[config.mk]
export PLATFORM = sky130hd
export DESIGN_NAME = lsu_ctrl_flat
export DESIGN_NICKNAME = d
export VERILOG_FILES = /design/src/rtl/lsu_ctrl_if.sv /design/src/rtl/lsu_ctrl.sv /design/src/flat_wrapper.sv
export SDC_FILE = /design/constraint.sdc
export NUM_CORES = 1
export LEC_CHECK = 0
export ABC_AREA = 1
export BUFFER_PORTS_ARGS = -buffer_cell sky130_fd_sc_hd__buf_2
export CAP_MARGIN = 10
export CELL_PAD_IN_SITES_DETAIL_PLACEMENT = 1
export CELL_PAD_IN_SITES_GLOBAL_PLACEMENT = 1
export CORE_MARGIN = 10
export CORE_UTILIZATION = 34
export CTS_BUF_LIST = sky130_fd_sc_hd__clkbuf_2 sky130_fd_sc_hd__clkbuf_4 sky130_fd_sc_hd__clkbuf_8
export DETAILED_ROUTE_END_ITERATION = 10
export PLACE_DENSITY = 0.86
export SLEW_MARGIN = 20
export SYNTH_ARGS = -nofsm -noshare
export SYNTH_HDL_FRONTEND = slang
export SYNTH_SLANG_ARGS = --single-unit
[constraint.sdc]
create_clock -name clk -period 1.8 [get_ports clk]
set_input_delay 0.36 -clock clk [delete_from_list [all_inputs] [get_ports clk]]
set_output_delay 0.36 -clock clk [all_outputs]
set_load 0.005 [all_outputs]
[src/rtl/lsu_ctrl_if.sv]
// Request/response handshake and MEMORY port bundle for lsu_ctrl.
// slave = controller view, master = CPU execute stage plus MEMORY view.
interface lsu_ctrl_if #(
    parameter int DATA_W = 32,
    parameter int ADDR_W = 16
);
    logic              req_valid_i;
    logic              req_ready_o;
    logic              req_we_i;
    logic [1:0]        req_size_i;
    logic              req_unsigned_i;
    logic [ADDR_W-1:0] req_addr_i;
    logic [DATA_W-1:0] req_wdata_i;
    logic              resp_valid_o;
    logic [DATA_W-1:0] resp_rdata_o;
    logic              resp_err_o;
    logic              memread_o;
    logic              memwrite_o;
    logic [ADDR_W-1:0] memaddr_o;
    logic [DATA_W-1:0] memwdata_o;
    logic [DATA_W-1:0] memrdata_i;

    modport slave (
        input  req_valid_i, req_we_i, req_size_i, req_unsigned_i,
               req_addr_i, req_wdata_i, memrdata_i,
        output req_ready_o, resp_valid_o, resp_rdata_o, resp_err_o,
               memread_o, memwrite_o, memaddr_o, memwdata_o
    );

    modport master (
        output req_valid_i, req_we_i, req_size_i, req_unsigned_i,
               req_addr_i, req_wdata_i, memrdata_i,
        input  req_ready_o, resp_valid_o, resp_rdata_o, resp_err_o,
               memread_o, memwrite_o, memaddr_o, memwdata_o
    );
endinterface

[src/rtl/lsu_ctrl.sv]
// Load/store controller: one request at a time, sub-word load extension and
// read-modify-write sub-word stores (built only when LSU_RMW_EN is defined).
module lsu_ctrl #(
    parameter int DATA_W = 32,
    parameter int ADDR_W = 16
) (
    input  logic       clk,
    input  logic       rst,
    lsu_ctrl_if.slave  bus
);

    localparam logic [2:0] IDLE     = 3'd0;
    localparam logic [2:0] LD_REQ   = 3'd1;
    localparam logic [2:0] LD_DATA  = 3'd2;
    localparam logic [2:0] ST_WR    = 3'd5;
    localparam logic [2:0] RESP     = 3'd6;
`ifdef LSU_RMW_EN
    localparam logic [2:0] RMW_REQ  = 3'd3;
    localparam logic [2:0] RMW_DATA = 3'd4;
`endif

    logic [2:0]        r_state;
    logic [1:0]        r_size;
    logic              r_unsigned;
    logic [1:0]        r_offset;
    logic [ADDR_W-1:0] r_memAddr;
    logic [DATA_W-1:0] r_memWdata;
    logic [DATA_W-1:0] r_respData;
    logic              r_respErr;
`ifdef LSU_RMW_EN
    logic [15:0]       r_wdata;
`endif

    logic w_accept;
    logic w_reqErr;

    assign w_accept = (r_state == IDLE) && bus.req_valid_i;

    // Without the RMW path, any store narrower than a word is also illegal.
    always_comb begin
        w_reqErr = (bus.req_size_i == 2'b11)
                || (bus.req_size_i == 2'b01 && bus.req_addr_i[0])
                || (bus.req_size_i == 2'b10 && bus.req_addr_i[1:0] != 2'b00);
`ifndef LSU_RMW_EN
        if (bus.req_we_i && bus.req_size_i != 2'b10)
            w_reqErr = 1'b1;
`endif
    end

    function automatic logic [DATA_W-1:0] extractLoad(
        input logic [DATA_W-1:0] word,
        input logic [1:0]        size,
        input logic [1:0]        off,
        input logic              uns
    );
        logic [7:0]  b;
        logic [15:0] h;
        b = word[{off, 3'b000} +: 8];
        h = word[{off[1], 4'b0000} +: 16];
        case (size)
            2'b00:   extractLoad = {{(DATA_W-8){b[7] & ~uns}}, b};
            2'b01:   extractLoad = {{(DATA_W-16){h[15] & ~uns}}, h};
            default: extractLoad = word;
        endcase
    endfunction

`ifdef LSU_RMW_EN
    function automatic logic [DATA_W-1:0] mergeStore(
        input logic [DATA_W-1:0] word,
        input logic [15:0]       wdata,
        input logic [1:0]        size,
        input logic [1:0]        off
    );
        mergeStore = word;
        if (size == 2'b00)
            mergeStore[{off, 3'b000} +: 8] = wdata[7:0];
        else
            mergeStore[{off[1], 4'b0000} +: 16] = wdata;
    endfunction
`endif

    always_ff @(posedge clk) begin
        if (rst) begin
            r_state    <= IDLE;
            r_size     <= 2'b00;
            r_unsigned <= 1'b0;
            r_offset   <= 2'b00;
            r_memAddr  <= '0;
            r_memWdata <= '0;
            r_respData <= '0;
            r_respErr  <= 1'b0;
`ifdef LSU_RMW_EN
            r_wdata    <= '0;
`endif
        end else begin
            case (r_state)
                IDLE: begin
                    if (w_accept) begin
                        r_size     <= bus.req_size_i;
                        r_unsigned <= bus.req_unsigned_i;
                        r_offset   <= bus.req_addr_i[1:0];
`ifdef LSU_RMW_EN
                        r_wdata    <= bus.req_wdata_i[15:0];
`endif
                        // Errored requests never touch memaddr so it keeps its last value.
                        if (w_reqErr) begin
                            r_respErr  <= 1'b1;
                            r_respData <= '0;
                            r_state    <= RESP;
                        end else begin
                            r_memAddr <= {bus.req_addr_i[ADDR_W-1:2], 2'b00};
                            if (!bus.req_we_i) begin
                                r_state <= LD_REQ;
                            end else if (bus.req_size_i == 2'b10) begin
                                r_memWdata <= bus.req_wdata_i;
                                r_state    <= ST_WR;
                            end else begin
`ifdef LSU_RMW_EN
                                r_state <= RMW_REQ;
`else
                                r_state <= RESP;
`endif
                            end
                        end
                    end
                end
                LD_REQ: r_state <= LD_DATA;
                LD_DATA: begin
                    r_respData <= extractLoad(bus.memrdata_i, r_size, r_offset, r_unsigned);
                    r_respErr  <= 1'b0;
                    r_state    <= RESP;
                end
`ifdef LSU_RMW_EN
                RMW_REQ: r_state <= RMW_DATA;
                RMW_DATA: begin
                    r_memWdata <= mergeStore(bus.memrdata_i, r_wdata, r_size, r_offset);
                    r_state    <= ST_WR;
                end
`endif
                ST_WR: begin
                    r_memWdata <= '0;
                    r_respData <= '0;
                    r_respErr  <= 1'b0;
                    r_state    <= RESP;
                end
                RESP: begin
                    r_respData <= '0;
                    r_respErr  <= 1'b0;
                    r_state    <= IDLE;
                end
                default: r_state <= IDLE;
            endcase
        end
    end

    assign bus.req_ready_o  = (r_state == IDLE);
    assign bus.resp_valid_o = (r_state == RESP);
    assign bus.resp_rdata_o = r_respData;
    assign bus.resp_err_o   = r_respErr;
`ifdef LSU_RMW_EN
    assign bus.memread_o    = (r_state == LD_REQ) || (r_state == RMW_REQ);
`else
    assign bus.memread_o    = (r_state == LD_REQ);
`endif
    assign bus.memwrite_o   = (r_state == ST_WR);
    assign bus.memaddr_o    = r_memAddr;
    assign bus.memwdata_o   = r_memWdata;

endmodule

[src/flat_wrapper.sv]
// flat-port wrapper written by rule: the top's interface ports become plain ports
module lsu_ctrl_flat 
#(
    parameter int DATA_W = 32,
    parameter int ADDR_W = 16
)
  (clk, rst, bus_req_valid_i, bus_req_we_i, bus_req_size_i, bus_req_unsigned_i, bus_req_addr_i, bus_req_wdata_i, bus_memrdata_i, bus_req_ready_o, bus_resp_valid_o, bus_resp_rdata_o, bus_resp_err_o, bus_memread_o, bus_memwrite_o, bus_memaddr_o, bus_memwdata_o);
  lsu_ctrl_if #(.DATA_W(DATA_W), .ADDR_W(ADDR_W)) bus_i ();
  input  logic clk;
  input  logic rst;
  input wire logic [$bits(bus_i.req_valid_i)-1:0] bus_req_valid_i;
  input wire logic [$bits(bus_i.req_we_i)-1:0] bus_req_we_i;
  input wire logic [$bits(bus_i.req_size_i)-1:0] bus_req_size_i;
  input wire logic [$bits(bus_i.req_unsigned_i)-1:0] bus_req_unsigned_i;
  input wire logic [$bits(bus_i.req_addr_i)-1:0] bus_req_addr_i;
  input wire logic [$bits(bus_i.req_wdata_i)-1:0] bus_req_wdata_i;
  input wire logic [$bits(bus_i.memrdata_i)-1:0] bus_memrdata_i;
  output wire logic [$bits(bus_i.req_ready_o)-1:0] bus_req_ready_o;
  output wire logic [$bits(bus_i.resp_valid_o)-1:0] bus_resp_valid_o;
  output wire logic [$bits(bus_i.resp_rdata_o)-1:0] bus_resp_rdata_o;
  output wire logic [$bits(bus_i.resp_err_o)-1:0] bus_resp_err_o;
  output wire logic [$bits(bus_i.memread_o)-1:0] bus_memread_o;
  output wire logic [$bits(bus_i.memwrite_o)-1:0] bus_memwrite_o;
  output wire logic [$bits(bus_i.memaddr_o)-1:0] bus_memaddr_o;
  output wire logic [$bits(bus_i.memwdata_o)-1:0] bus_memwdata_o;
  assign bus_i.req_valid_i = bus_req_valid_i;
  assign bus_i.req_we_i = bus_req_we_i;
  assign bus_i.req_size_i = bus_req_size_i;
  assign bus_i.req_unsigned_i = bus_req_unsigned_i;
  assign bus_i.req_addr_i = bus_req_addr_i;
  assign bus_i.req_wdata_i = bus_req_wdata_i;
  assign bus_i.memrdata_i = bus_memrdata_i;
  assign bus_req_ready_o = bus_i.req_ready_o;
  assign bus_resp_valid_o = bus_i.resp_valid_o;
  assign bus_resp_rdata_o = bus_i.resp_rdata_o;
  assign bus_resp_err_o = bus_i.resp_err_o;
  assign bus_memread_o = bus_i.memread_o;
  assign bus_memwrite_o = bus_i.memwrite_o;
  assign bus_memaddr_o = bus_i.memaddr_o;
  assign bus_memwdata_o = bus_i.memwdata_o;
  lsu_ctrl #(.DATA_W(DATA_W), .ADDR_W(ADDR_W)) u_core (.clk(clk), .rst(rst), .bus(bus_i));
endmodule
==> results of run 1 <==
[metrics by stage]
stage                     instance area, um2  hold WS (ns)  setup slack, ns  util (%)  power (mW)
after detailed placement                5426        0.4703           0.2274     42.83       3.380
after floorplan                         4403        0.4735           0.4306         -       2.938
after global routing                    5677        0.2087          0.02034     44.80       5.352
after global placement                  5426        0.4648           0.2932     42.83       3.350
final                                   5677        0.2021           0.1075     44.80       5.032
after CTS                               5677        0.1857          0.07475     44.80       5.113
[synthesized netlist by cell type, types with 2 or more instances]
master | instances | area (um2)
a21oi_2 | 10 | 87.58
nor2_1 | 133 | 499.2
nand2_2 | 13 | 81.33
inv_1 | 85 | 319.1
a21oi_1 | 37 | 185.2
inv_2 | 6 | 22.52
o21ai_1 | 9 | 45.04
buf_2 | 15 | 75.07
buf_4 | 2 | 15.01
nand3_2 | 2 | 20.02
nand3_1 | 52 | 260.3
buf_1 | 2 | 7.510
dfxtp_1 | 87 | 1742
o21ai_0 | 19 | 95.09
nand2_4 | 2 | 22.52
clkbuf_1 | 17 | 63.81
nand2_1 | 196 | 735.7
[power groups by stage]
stage	clock, mW	sequential [mW]	combinational, mW
after floorplan	0	2.16	0.778
after global placement	0	2.15	1.20
after detailed placement	0	2.16	1.22
after CTS	1.77	2.12	1.22
after global routing	1.85	2.13	1.37
final	1.72	2.12	1.20
[worst register-to-register path: stages, from the launching register on]
cell	delay [ns]
dfxtp_1	0.39
inv_2	0.12
nand2_1	0.07
nand2_1	0.08
nand2_2	0.09
nand2_2	0.07
nand2_4	0.12
nand3_4	0.24
nand2_2	0.16
a21oi_2	0.05
[layout make-up]
class	instances	area, um2
inverters	93	354.1
fillers	1766	6994
multi-input cells	482	2115
clock inverters	5	105.1
clock buffers	11	145.1
flip-flops and latches	87	1742
repair buffers	183	1001
well taps	172	215.2
[sequential cells by signal, indices dropped and copies added (netlist names)]
name,cells
u_core.r_offset,2
u_core.bus.resp_err_o,1
u_core.r_unsigned,1
u_core.bus.memwdata_o,32
u_core.bus.memaddr_o,14
u_core.r_state,3
u_core.r_size,2
u_core.bus.resp_rdata_o,32
[worst paths after layout]
check,start,end,cells after the start
setup reg to reg,u_core.r_offset[1]$_SDFFE_PP0P_,u_core.bus.resp_rdata_o[22]$_SDFFE_PP0P_,9
hold / removal,bus_req_addr_i[9],u_core.bus.memaddr_o[9]$_SDFFE_PP0P_,3
hold reg to reg,u_core.bus.resp_rdata_o[4]$_SDFFE_PP0P_,u_core.bus.resp_rdata_o[4]$_SDFFE_PP0P_,2
setup / recovery,u_core.r_state[1]$_SDFFE_PP0P_,bus_memwrite_o,5
[cells by family after synthesis]
group                  after synthesis  share of synthesized area, %
flip-flops                          87                         39.59
other                                1                       0.08524
AO/OA/AOI/OAI                       77                         9.727
buffers and inverters              131                         12.43
AND/OR/NAND/NOR                    403                         38.17
[metal layers]
layer | vias to the layer above | global-route usage, % | wire length (um)
li1 | 2421 | - | -
met1 | 2167 | 19.00 | 6517
met2 | 116 | 27.48 | 7017
met3 | 20 | 5.865 | 1112
met4 | 0 | 6.469 | 301
met5 | - | 0 | 0
==> impl_metrics.tcl, run 1 <==
set metrics [dict create \
    via_count 4724 \
    r2r_slack_ns 0.27 \
    maxCapViolations 0 \
    crit_family "buffers and inverters" \
    synth_ff_type "dfxtp_1" \
    mostFrequentLayoutCells "nand2_1, buf_2, nor2_1" \
    status "complete, no violations" \
    fmax_mhz 590.8 \
    drc 0 \
    dieArea_mm2 0.01789 \
    avgSynthCellArea_um2 6.294 \
    combPwrFrac_pct 23.8 \
    grt_pass1_vias 4972 \
    endpoint_kind "primary output" \
    finalSetupViolCount 0 \
    numCtsBuffers 9 \
    cp_max_fo 14 \
    cts_resized 0 \
    syn_area_mm2 0.004399 \
    place_congestion 0.8699 \
    die_h_um 133.8 \
    cts_root_buffer "clkbuf_8" \
    grt_pass1_wl_um 24380 \
    io_buffers 169 \
    tritoncts "done" \
    switching_share_pct 31.17 \
    period_share_pct 94.03 \
    synth_edf_count 0 \
    drt_pass1_iterations 4 \
    insertion_delay_ns 0.37 \
    required_ns 1.44 \
    tns_ns 0 \
    clock_skew_ns 0.008320 \
    p_leak_nw 3.225 \
    antenna_found_initial 0 \
    cp.arrival_ns 1.33 \
    ant_nets 0 \
    syn_to_final_growth_pct 29.04 \
    hold_viol_final 0 \
    period_needed_ns 1.693 \
    ys_ff_latch 87 \
    p_int_mw 3.463 \
    syn_inst 699 \
    num_antenna_cells 0 \
    start_kind "register" \
    crit_buf_inv 4 \
    clockBufferDepth 2 \
    row_count 41 \
    synth_cell_type_count 29 \
    rsz0062_at_grt "false" \
    cts_hold_buf 0 \
    cp_slowest_cell "dfxtp_1" \
    synth-async-reset-ratio_pct 0 \
    worstPathCellList "inv_1 > nand3_2 > buf_4 > inv_1 > buf_2" \
    p_per_area_mw_per_mm2 886.4 \
    vdd_drop_max_v 0.0004917 \
    drtIter0Drc 214 \
    chipWidth_um 133.8 \
    ys_seq_area_share_pct 39.59 \
    grt_max_degree 65 \
    clkSinkCount 87 \
    track_usage_pct 16.55 \
    final_cells 1033 \
    drt_wl_total_um 14950 \
    synth_warnings 0 \
    start_util_pct 34.72 \
    coreArea_mm2 0.01267 \
    clk_pin_slew_worst_paths_ns 0.09 \
    ios 172 \
    place_inst 1017 \
    nNetsFinal 943 \
    cpMostUsedCell "inv_1" \
    avgRoutedWirePerCell_um 14.47 \
    switchingPower_mw 1.568 \
    hp-class "input pin to register" \
    grt_overflow_total 0 \
    postCtsSetupRepairBufs 0 \
    clkPwrFrac_pct 34.2 \
    drive_gt1_share_pct 27.64 \
    dp_hpwl_um 11440 \
    via_per_inst 4.573 \
    seqPwrFrac_pct 42.0 \
    crit_type "register to primary output" \
    slew_violations 0 \
    crit_path_max_incr_delay_ns 0.38 \
    layout.cells.most_common "nand2_1" \
    htreeDepth 3 \
]
(Power assumes the default switching activity.)
==> inputs of run 2 (changes only) <==
--- a/config.mk
+++ b/config.mk
@@ -14,7 +14,7 @@
 export CORE_UTILIZATION = 34
 export CTS_BUF_LIST = sky130_fd_sc_hd__clkbuf_2 sky130_fd_sc_hd__clkbuf_4 sky130_fd_sc_hd__clkbuf_8
 export DETAILED_ROUTE_END_ITERATION = 10
-export PLACE_DENSITY = 0.86
+export PLACE_DENSITY_LB_ADDON = 0.1
 export SLEW_MARGIN = 20
 export SYNTH_ARGS = -nofsm -noshare
 export SYNTH_HDL_FRONTEND = slang
==> run 2 against run 1 <==
Cell count hardly changed. Die area is the same. Clock power is 12% lower. Sequential power hardly changed. Core utilization shrank 0.20 points. Largest power group unchanged.
==> impl_metrics.tcl, run 2 (synthesis results as in run 1) <==
set metrics [dict create \
    clkSinkCount 87 \
    vdd_drop_max_v 0.0005024 \
    period_share_pct 86.33 \
    p_leak_nw 3.222 \
    grt_pass1_vias 5205 \
    numCtsBuffers 9 \
    drt_pass1_iterations 4 \
    coreArea_mm2 0.01267 \
    required_ns 1.44 \
    p_per_area_mw_per_mm2 859.1 \
    via_count 4773 \
    period_needed_ns 1.554 \
    rsz0062_at_grt "false" \
    top_usage_layer "met2" \
    insertion_delay_ns 0.37 \
    fmax_mhz 643.5 \
    start_util_pct 34.72 \
    grt_overflow_total 0 \
    hold_viol_final 0 \
    slew_violations 0 \
    r2r_slack_ns 0.28 \
    finalSetupViolCount 0 \
    grt_util_met2_pct 29.57 \
    io_buffers 169 \
    layout.cells.most_common "nand2_1" \
    antenna_found_initial 0 \
    num_antenna_cells 0 \
    nNetsFinal 944 \
    cts_root_buffer "clkbuf_8" \
    drc 0 \
    dpl_cell_area_mm2 0.005434 \
    final_area_mm2 0.005652 \
    tritoncts "done" \
    status "complete, no violations" \
    final_util_pct 44.60 \
    use_met3_pct 6.203 \
    cp.arrival_ns 1.19 \
    syn_to_final_growth_pct 28.47 \
    endpoint_kind "primary output" \
    mostFrequentLayoutCells "nand2_1, buf_2, nor2_1" \
    drtIter0Drc 178 \
    whs_ns 0.2115 \
    chipWidth_um 133.8 \
    p_total_mw 4.856 \
    grt_pass1_wl_um 25510 \
    cts_hold_buf 0 \
    tns_ns 0 \
    cts_resized 0 \
    clk_pin_slew_worst_paths_ns 0.08 \
    grt.met1_usage_pct 19.64 \
    postCtsSetupRepairBufs 0 \
    clock_skew_ns 0.006987 \
    row_count 41 \
    avgRoutedWirePerCell_um 15.04 \
    ios 172 \
    dieArea_mm2 0.01789 \
    drt_wl_total_um 15550 \
    crit_type "register to primary output" \
    drive_gt1_share_pct 27.73 \
    place_congestion 0.8668 \
    cp_max_fo 7 \
    htreeDepth 3 \
    hp-class "input pin to register" \
    ant_nets 0 \
    maxCapViolations 0 \
    grt_max_degree 65 \
    clockBufferDepth 2 \
    track_usage_pct 17.47 \
    start_kind "register" \
    die_h_um 133.8 \
    via_per_inst 4.616 \
    dp_hpwl_um 12030 \
]
## run 2: cell types whose count changed in the layout (fill, tap and decap cells not counted)
cell,change
bufinv_16,-2
clkbuf_8,+2
buf_4,+1
clkbuf_4,+1
clkinvlp_4,-1
## run 2: final cells by class
| type | count | area, um2 |
|---|---|---|
| clock buffer | 14 | 180.2 |
| clock inverter | 2 | 37.54 |
| multi-input combinational | 482 | 2115 |
| sequential | 87 | 1742 |
| inverter | 93 | 354.1 |
| fill | 1787 | 7019 |
| timing repair buffer | 184 | 1008 |
| tap | 172 | 215.2 |
## run 2: critical path, stage by stage, from the launching register on
cell and delay, ns:
dfxtp_1 0.35, inv_1 0.10, nand3_2 0.17, inv_1 0.09, buf_2 0.12
## run 2: layer usage
| layer | wire [um] | part of all wire (%) |
|---|---|---|
| met1 | 6590 | 42 |
| met2 | 7440 | 48 |
| met3 | 1193 | 7.7 |
| met4 | 325 | 2.1 |
| met5 | 0 | 0 |
## run 2: stage by stage
stage          setup slack, ns  std cells
5_1_grt                0.09382       1034
4_1_cts                 0.2155       1034
6_report                0.2460       1034
3_3_place_gp            0.3095       1018
2_1_floorplan           0.4306        700
3_5_place_dp            0.2272       1018
## run 2: where the power goes
part           leakage [nW]  internal [mW]  switching (mW)
registers             0.706           2.05          0.0716
clock network         0.110          0.788           0.729
logic                  2.41          0.450           0.772
total                  3.22           3.28            1.57
## run 2: final timing paths
check,startpoint,endpoint,cells after the start
setup / recovery,u_core.r_state[1]$_SDFFE_PP0P_,bus_memwrite_o,4
hold / removal,bus_req_addr_i[13],u_core.bus.memaddr_o[13]$_SDFFE_PP0P_,3
setup reg to reg,u_core.r_size[1]$_SDFFE_PP0P_,u_core.bus.resp_rdata_o[31]$_SDFFE_PP0P_,9
hold reg to reg,u_core.bus.resp_rdata_o[6]$_SDFFE_PP0P_,u_core.bus.resp_rdata_o[6]$_SDFFE_PP0P_,2
